`config.mk`:
```
export PLATFORM = sky130hd
export DESIGN_NAME = pc_sequencer
export DESIGN_NICKNAME = d
export VERILOG_FILES = /design/src/rtl/pc_sequencer_pkg.sv /design/src/rtl/pc_stat_counters.sv /design/src/rtl/pc_sequencer.sv
export SDC_FILE = /design/constraint.sdc
export NUM_CORES = 1
export LEC_CHECK = 0
export ABC_AREA = 1
export ABC_CLOCK_PERIOD_IN_PS = 7050
export CAP_MARGIN = 20
export CORE_UTILIZATION = 45
export DETAILED_ROUTE_END_ITERATION = 8
export GPL_TIMING_DRIVEN = 0
export PLACE_DENSITY_LB_ADDON = 0.15
export SLEW_MARGIN = 5
export SYNTH_ARGS = -nofsm -noshare
export SYNTH_HDL_FRONTEND = slang
export SYNTH_SLANG_ARGS = --single-unit
```
`constraint.sdc`:
```
create_clock -name clk -period 7.05 [get_ports clk]
set_input_delay 1.41 -clock clk [delete_from_list [all_inputs] [get_ports clk]]
set_output_delay 1.41 -clock clk [all_outputs]
set_load 0.01 [all_outputs]
```
`src/rtl/pc_sequencer_pkg.sv`:
```
// Shared types and constants for the program-counter sequencer slice.
package pc_sequencer_pkg;

  typedef enum logic [1:0] {
    S_FETCH  = 2'd0,
    S_EXEC   = 2'd1,
    S_UPDATE = 2'd2,
    S_TRAP   = 2'd3
  } state_t;

  // BrOP[4:3] classes: 00 no branch, 01 conditional branch, 1x jump
  localparam logic [1:0]  BROP_NONE     = 2'b00;
  localparam logic [1:0]  BROP_COND     = 2'b01;
  localparam int unsigned BROP_JUMP_BIT = 4;

  localparam logic [31:0] DEFAULT_RESET_PC = 32'h0000_0000;

  function automatic logic is_cond_branch(input logic [1:0] brop_cls);
    return brop_cls == BROP_COND;
  endfunction

endpackage

```
`src/rtl/pc_stat_counters.sv`:
```
// Retired conditional-branch and taken-branch statistics counters.
module pc_stat_counters #(
  parameter int unsigned CNT_W = 32
) (
  input  logic             clk,
  input  logic             rst,
  input  logic             en,
  input  logic             taken,
  output logic [CNT_W-1:0] branch_cnt,
  output logic [CNT_W-1:0] taken_cnt
);

  always_ff @(posedge clk or posedge rst) begin
    if (rst) begin
      branch_cnt <= '0;
      taken_cnt  <= '0;
    end else if (en) begin
      branch_cnt <= branch_cnt + 1'b1;
      if (taken) taken_cnt <= taken_cnt + 1'b1;
    end
  end

endmodule

```
`src/rtl/pc_sequencer.sv`:
```
// Multi-cycle fetch/execute/update PC controller with misaligned-target trap.
module pc_sequencer
  import pc_sequencer_pkg::*;
#(
  parameter int unsigned    XLEN     = 32,
  parameter logic [XLEN-1:0] RESET_PC = DEFAULT_RESET_PC,
  parameter int unsigned    CNT_W    = 32
) (
  input  logic             clk,
  input  logic             rst,
  output logic             imem_req,
  output logic [XLEN-1:0]  imem_addr,
  input  logic             imem_ready,
  input  logic [31:0]      imem_rdata,
  output logic [31:0]      instr,
  output logic             instr_valid,
  input  logic             exec_done,
  input  logic             stall,
  input  logic [4:0]       br_op,
  input  logic             next_pc_src,
  input  logic [XLEN-1:0]  br_target,
  output logic [XLEN-1:0]  pc,
  output logic [XLEN-1:0]  pc_plus4,
  output logic             redirect,
  output logic             trap,
  output logic [CNT_W-1:0] branch_cnt,
  output logic [CNT_W-1:0] taken_cnt
);

  state_t          state;
  logic            taken_q;
  logic [XLEN-1:0] target_q;
  logic [1:0]      brop_cls_q;
  logic            misaligned;
  logic            update_ok;
  logic            unused_brop_low;

  // Only the class bits of BrOP matter here; the low bits select the compare.
  assign unused_brop_low = ^br_op[2:0];

  assign pc_plus4    = pc + XLEN'(4);
  assign imem_addr   = pc;
  assign imem_req    = (state == S_FETCH);
  assign instr_valid = (state == S_EXEC);
  assign misaligned  = taken_q && (target_q[1:0] != 2'b00);
  assign update_ok   = (state == S_UPDATE) && !misaligned;
  assign redirect    = update_ok && taken_q;

  always_ff @(posedge clk or posedge rst) begin
    if (rst) begin
      state      <= S_FETCH;
      pc         <= RESET_PC;
      instr      <= '0;
      taken_q    <= 1'b0;
      target_q   <= '0;
      brop_cls_q <= BROP_NONE;
      trap       <= 1'b0;
    end else begin
      case (state)
        S_FETCH: begin
          if (imem_ready) begin
            instr <= imem_rdata;
            state <= S_EXEC;
          end
        end
        S_EXEC: begin
          if (!stall && exec_done) begin
            taken_q    <= next_pc_src;
            target_q   <= br_target;
            brop_cls_q <= br_op[BROP_JUMP_BIT:BROP_JUMP_BIT-1];
            state      <= S_UPDATE;
          end
        end
        S_UPDATE: begin
          if (misaligned) begin
            trap  <= 1'b1;
            state <= S_TRAP;
          end else begin
            pc    <= taken_q ? target_q : pc_plus4;
            state <= S_FETCH;
          end
        end
        S_TRAP: trap <= 1'b1;
      endcase
    end
  end

  pc_stat_counters #(
    .CNT_W(CNT_W)
  ) u_stats (
    .clk       (clk),
    .rst       (rst),
    .en        (update_ok && is_cond_branch(brop_cls_q)),
    .taken     (taken_q),
    .branch_cnt(branch_cnt),
    .taken_cnt (taken_cnt)
  );

endmodule

```
Word level (Yosys, flattened, before mapping)

Index checks and enable logic that the tools add are counted.

Flip-flop bits (word level): 166
Bits of input ports: 75
Output and inout bits: 196
Word-level logic and storage cells: 44

Add/sub/neg operators: 3
Eq/ne operators: 7
Mux-type cells: 7
Bitwise logic cells: 1
Reduce and logical (&&, ||, !) cells: 17

Operator list:

| kind                                                             | count |
|---|---|
| 32-bit by 1-bit adder with 32-bit output (second input constant) | 2 |
| 32-bit by 3-bit adder with 32-bit output (second input constant) | 1 |
| 32-bit 2-to-1 mux                                                | 1 |
| 2-bit AND reduction                                              | 5 |
| 2-bit 2-to-1 mux                                                 | 3 |
| 2-bit case mux with 3 select lines                               | 1 |
| 1-bit logical AND                                                | 5 |
| 2-bit by 1-bit == test with 1-bit output (second input constant) | 2 |
| 2-bit == test (second input constant)                            | 2 |
| 2-bit by 1-bit != test with 1-bit output (second input constant) | 2 |
| 2-bit nonzero test                                               | 2 |
| 3-bit AND reduction                                              | 1 |
| 3-bit nonzero test                                               | 1 |
| 1-bit logical NOT                                                | 2 |
| 2-bit logical NOT                                                | 1 |
| 2-bit != test (second input constant)                            | 1 |
| 1-bit case mux with 2 select lines                               | 1 |
| 1-bit 2-to-1 mux                                                 | 1 |
| 1-bit NOT                                                        | 1 |

Logic depth before layout (Yosys ltp)

Depth after elaboration: 6
Depth in mapped cells: 11
Depth with buffers taken out: 11

Hierarchy

From an unflattened synthesis, not the netlist that was laid out.

Cells, all modules: 1058
Area total of the unflattened synthesis: 8978.6 µm²

By module, submodules not included:

| module           | times used | cells each | area each (µm²) | sequential area each (µm²) |
|---|---|---|---|---|
| pc_sequencer     | 1          | 606        | 5408.9          | 2552.4 |
| pc_stat_counters | 1          | 452        | 3569.7          | 1601.5 |

Least setup slack after synthesis

No wires, ideal clock.

Kind: register to output
Start point: register pc[3] (netlist: imem_addr[3])
End point: output pc_plus4[28]
Arrival: 1.307 ns
Required time: 5.640 ns
Slack: 4.333 ns
Stages on the path, launching flop included: 8
Path buffers: 0
Cell sequence: dfrtp_1 > ha_1 > nand2_2 > nor2_4 > nand2_4 > nor2_4 > nand3_1 > nand2_1

Word-level cells in the longest chain between the ends: 1

Ends and longest elaborated chain:

| element                                  | line               | source |
|---|---|---|
| from (decl)                              | pc_sequencer.sv:22 | `output logic [XLEN-1:0] pc,` |
| from (signal assigned)                   | pc_sequencer.sv:79 | `pc <= taken_q ? target_q : pc_plus4;` |
| 32-bit by 3-bit adder with 32-bit output | pc_sequencer.sv:41 | `assign pc_plus4 = pc + XLEN'(4);` |
| to (decl)                                | pc_sequencer.sv:23 | `output logic [XLEN-1:0] pc_plus4,` |

No other way between the ends.

Final worst setup path

Start point: register pc[3] (netlist: imem_addr[3])
End point: output pc_plus4[24]

The elaborated chain is that of the path after synthesis.

==> impl_metrics.py <==
metrics = {
    "timing": {
        "fin_skew_ns": 0.01100,
        "rsz0062_at_grt": "false",
        "fin_crit_sh_pct": 54.00,
        "hold_violations": 0,
        "slew_viol_final": 0,
        "slew_headroom_pct": 61.94,
        "finalSetupViolCount": 0,
        "tns_ns": 0,
        "worst_slack_ns": 3.243,
        "hold_ws_ns": 0.4975,
        "clock.fmax_ghz": 0.2627,
        "tightest_slew_ns": 0.5709,
        "min_period_ns": 3.807,
    },
    "cts": {
        "hold_buffers": 0,
        "cts_buffers": 17,
        "clk_path_buf_depth": 2,
        "clk_pin_slew_ns": 0.07,
        "cts_setup_buffers": 0,
        "htree_levels": 4,
        "root_buffer": "clkbuf_16",
        "cts.repair.resized": 0,
        "tritoncts": "done",
        "clkSinkCount": 166,
        "clk-insertion-delay-late_ns": 0.43,
    },
    "final_layout": {
        "stdcell_area_sq_um": 12940,
        "fillers": 1735,
        "drive_above_1_share_pct": 13.64,
        "multi_input_area_sq_um": 4340,
        "seqCellArea_sq_um": 4154,
        "fin_cells": 1722,
        "fin_nets": 1521,
        "syn_to_final_growth_pct": 39.22,
        "diodes": 0,
    },
    "routing": {
        "vias": 8350,
        "drt_first_pass_iters": 5,
        "wirelength_um": 25330,
        "drc": 0,
        "ant_nets": 0,
        "first_iter_violations": 371,
        "route.detailed.wl_per_inst_um": 14.71,
        "via_per_inst": 4.849,
    },
    "global_route": {
        "grt-ovfl-total": 0,
        "top_usage_layer": "met2",
        "grtUsageTotal_pct": 24.59,
        "grtUsageMet2_pct": 42.37,
        "grt_pass1_vias": 8145,
        "grt_pass1_wl_um": 41570,
        "antenna_found_initial": 0,
        "use_met3_pct": 4.765,
        "use_met1_pct": 30.55,
        "grt_max_degree": 110,
    },
    "power": {
        "vdd_drop_max_mv": 0.1890,
        "p_per_area_nw_per_um2": 347.1,
        "p_leak_nw": 5.879,
    },
    "synthesis": {
        "avgSynthCellArea_sq_um": 8.067,
        "yosys_warnings": 0,
        "synthesis.instances": 1152,
        "synthArstFlopShare_pct": 100.0,
        "synth_edf_count": 0,
        "yosys_most_used_dff": "dfrtp_1",
        "ys_types": 38,
        "yosysSeqAreaShare_pct": 44.70,
        "synth_seq_cells": 166,
        "syn-cell-area_sq_um": 9293,
        "syn_nets": 1234,
    },
    "floorplan": {
        "ios": 271,
        "die_w_um": 145.7,
        "die-height_um": 145.7,
        "dieArea_sq_um": 21230,
        "core_sq_um": 20230,
        "num_rows": 52,
        "start_util_pct": 45.93,
    },
    "setup_path": {
        "cp-end-kind": "output pin",
        "cpMostUsedCell": "nand2_2",
        "cp-start-kind": "flip-flop",
        "r2r_cells": 10,
        "cp_max_fo": 5,
        "crit_slowest_cell": "clkdlybuf4s50_1",
        "worstReg2RegStart": "u_stats.branch_cnt[0]",
        "r2r_end": "u_stats.branch_cnt[28]",
        "crit_chain": "ha_1 -> nand2_2 -> nor2_4 -> nand2_2 -> nor2_2 -> nand3_1 -> nand2_1 -> clkdlybuf4s50_1",
        "arrival_ns": 2.40,
        "r2r_slack_ns": 5.21,
        "critPathKind": "reg -> out",
        "worstPathRequired_ns": 5.64,
        "slowest_delay_ns": 0.53,
    },
    "placed_design": {
        "gp_congestion": 0.8940,
        "dp_cells": 1690,
        "dp_hpwl_um": 19240,
        "port_buffers": 267,
        "dp_slack_ns": 3.692,
        "dpl_cell_area_sq_um": 12340,
    },
    "worst_hold_path": {
        "holdPathEnd": "trap",
        "hold_path_startpoint": "trap",
        "holdPathStages": 2,
        "hold_class": "reg -> reg",
    },
    "run": {
        "drv_cap": 0,
    },
    "status": {
        "outcome": "completed",
    },
}
critical path: cells and delay by family, from the launching register on:
kind / cells / cell delay [ns]
AND/OR/NAND/NOR: 6 / 0.77
buffers and inverters: 1 / 0.53
flip-flops: 1 / 0.43
adder cells (fa/ha/maj): 1 / 0.23
Yosys cell counts (all sizes together) (9+ instances only):
master	count	area share, %
mux2	51	6.2
xor2	27	2.5
o21ai	30	1.6
inv	110	4.4
nand4	9	0.61
buf	53	3.9
dfrtp	166	45
nand3	50	2.8
a21oi	46	2.5
nand3b	18	1.5
nand2	378	16
xnor2	11	1.0
nor2	170	9.2
cells in the final DEF, fill, tap and decap left out, drive strengths merged:
cell / instances
o22ai: 7
nand3: 50
dfrtp: 166
nor3: 6
inv: 113
clkinvlp: 4
nand3b: 18
o21ai: 30
nand2: 378
a31oi: 1
ha: 7
a21oi: 46
nand4: 9
o21bai: 1
clkinv: 3
buf: 54
a211oi: 1
and2: 1
clkdlybuf4s50: 267
mux2: 51
xor2: 27
bufinv: 2
clkbuf: 26
nor3b: 3
xnor2: 11
nor2: 170
area by class of cell:
type                            count  share of cell area (%)
Multi-Input combinational cell    817                   33.55
Sequential cell                   166                   32.11
Timing Repair Buffer              268                   20.87
Clock buffer                       20                   3.530
Inverter                          110                   3.250
Buffer                             59                   2.979
Tap cell                          270                   2.611
Clock inverter                     12                   1.103
registers in the layout (all words and copies together), names as in the netlist:
signal              flops
taken_q                 1
brop_cls_q              2
trap                    1
target_q               32
state                   2
u_stats.branch_cnt     32
u_stats.taken_cnt      32
instr                  32
imem_addr              32
routing by layer:
layer,vias up,wire length [um]
met3,41,1311
met2,229,12670
met4,0,564
met1,3900,10780
li1,4180,-
met5,-,0
per-stage QoR:
stage | utilization, % | power (mW)
final | 63.94 | 4.491
after global routing | 63.94 | 4.762
after CTS | 63.94 | 4.525
after detailed placement | 60.98 | 3.563
after global placement | 60.80 | 3.519
after floorplan | - | 2.537
logic make-up after synthesis:
| family | Yosys count | synth area share [%] |
|---|---|---|
| buffers and inverters | 169 | 8.590 |
| flip-flops | 166 | 44.70 |
| multiplexers | 51 | 6.180 |
| adder cells (fa/ha/maj) | 7 | 0.9425 |
| XOR/XNOR | 38 | 3.582 |
| AO/OA/AOI/OAI | 86 | 4.834 |
| AND/OR/NAND/NOR | 635 | 31.17 |
worst max path at each step:
stage,cells after the start,endpoint,from
final,8,pc_plus4[24],imem_addr[3]
after global routing,8,pc_plus4[24],imem_addr[2]
after CTS,8,pc_plus4[24],imem_addr[2]
after detailed placement,8,pc_plus4[24],imem_addr[2]
after global placement,2,imem_addr[6],rst
after floorplan,1,brop_cls_q[0],rst
power by group:
part	switching, mW	total, mW	internal, mW
Clock	0.403	0.949	0.546
Sequential	0.271	1.52	1.25
Combinational	0.918	2.02	1.10
Total	1.59	4.49	2.90
No activity file was read; power rests on OpenSTA's default activity.
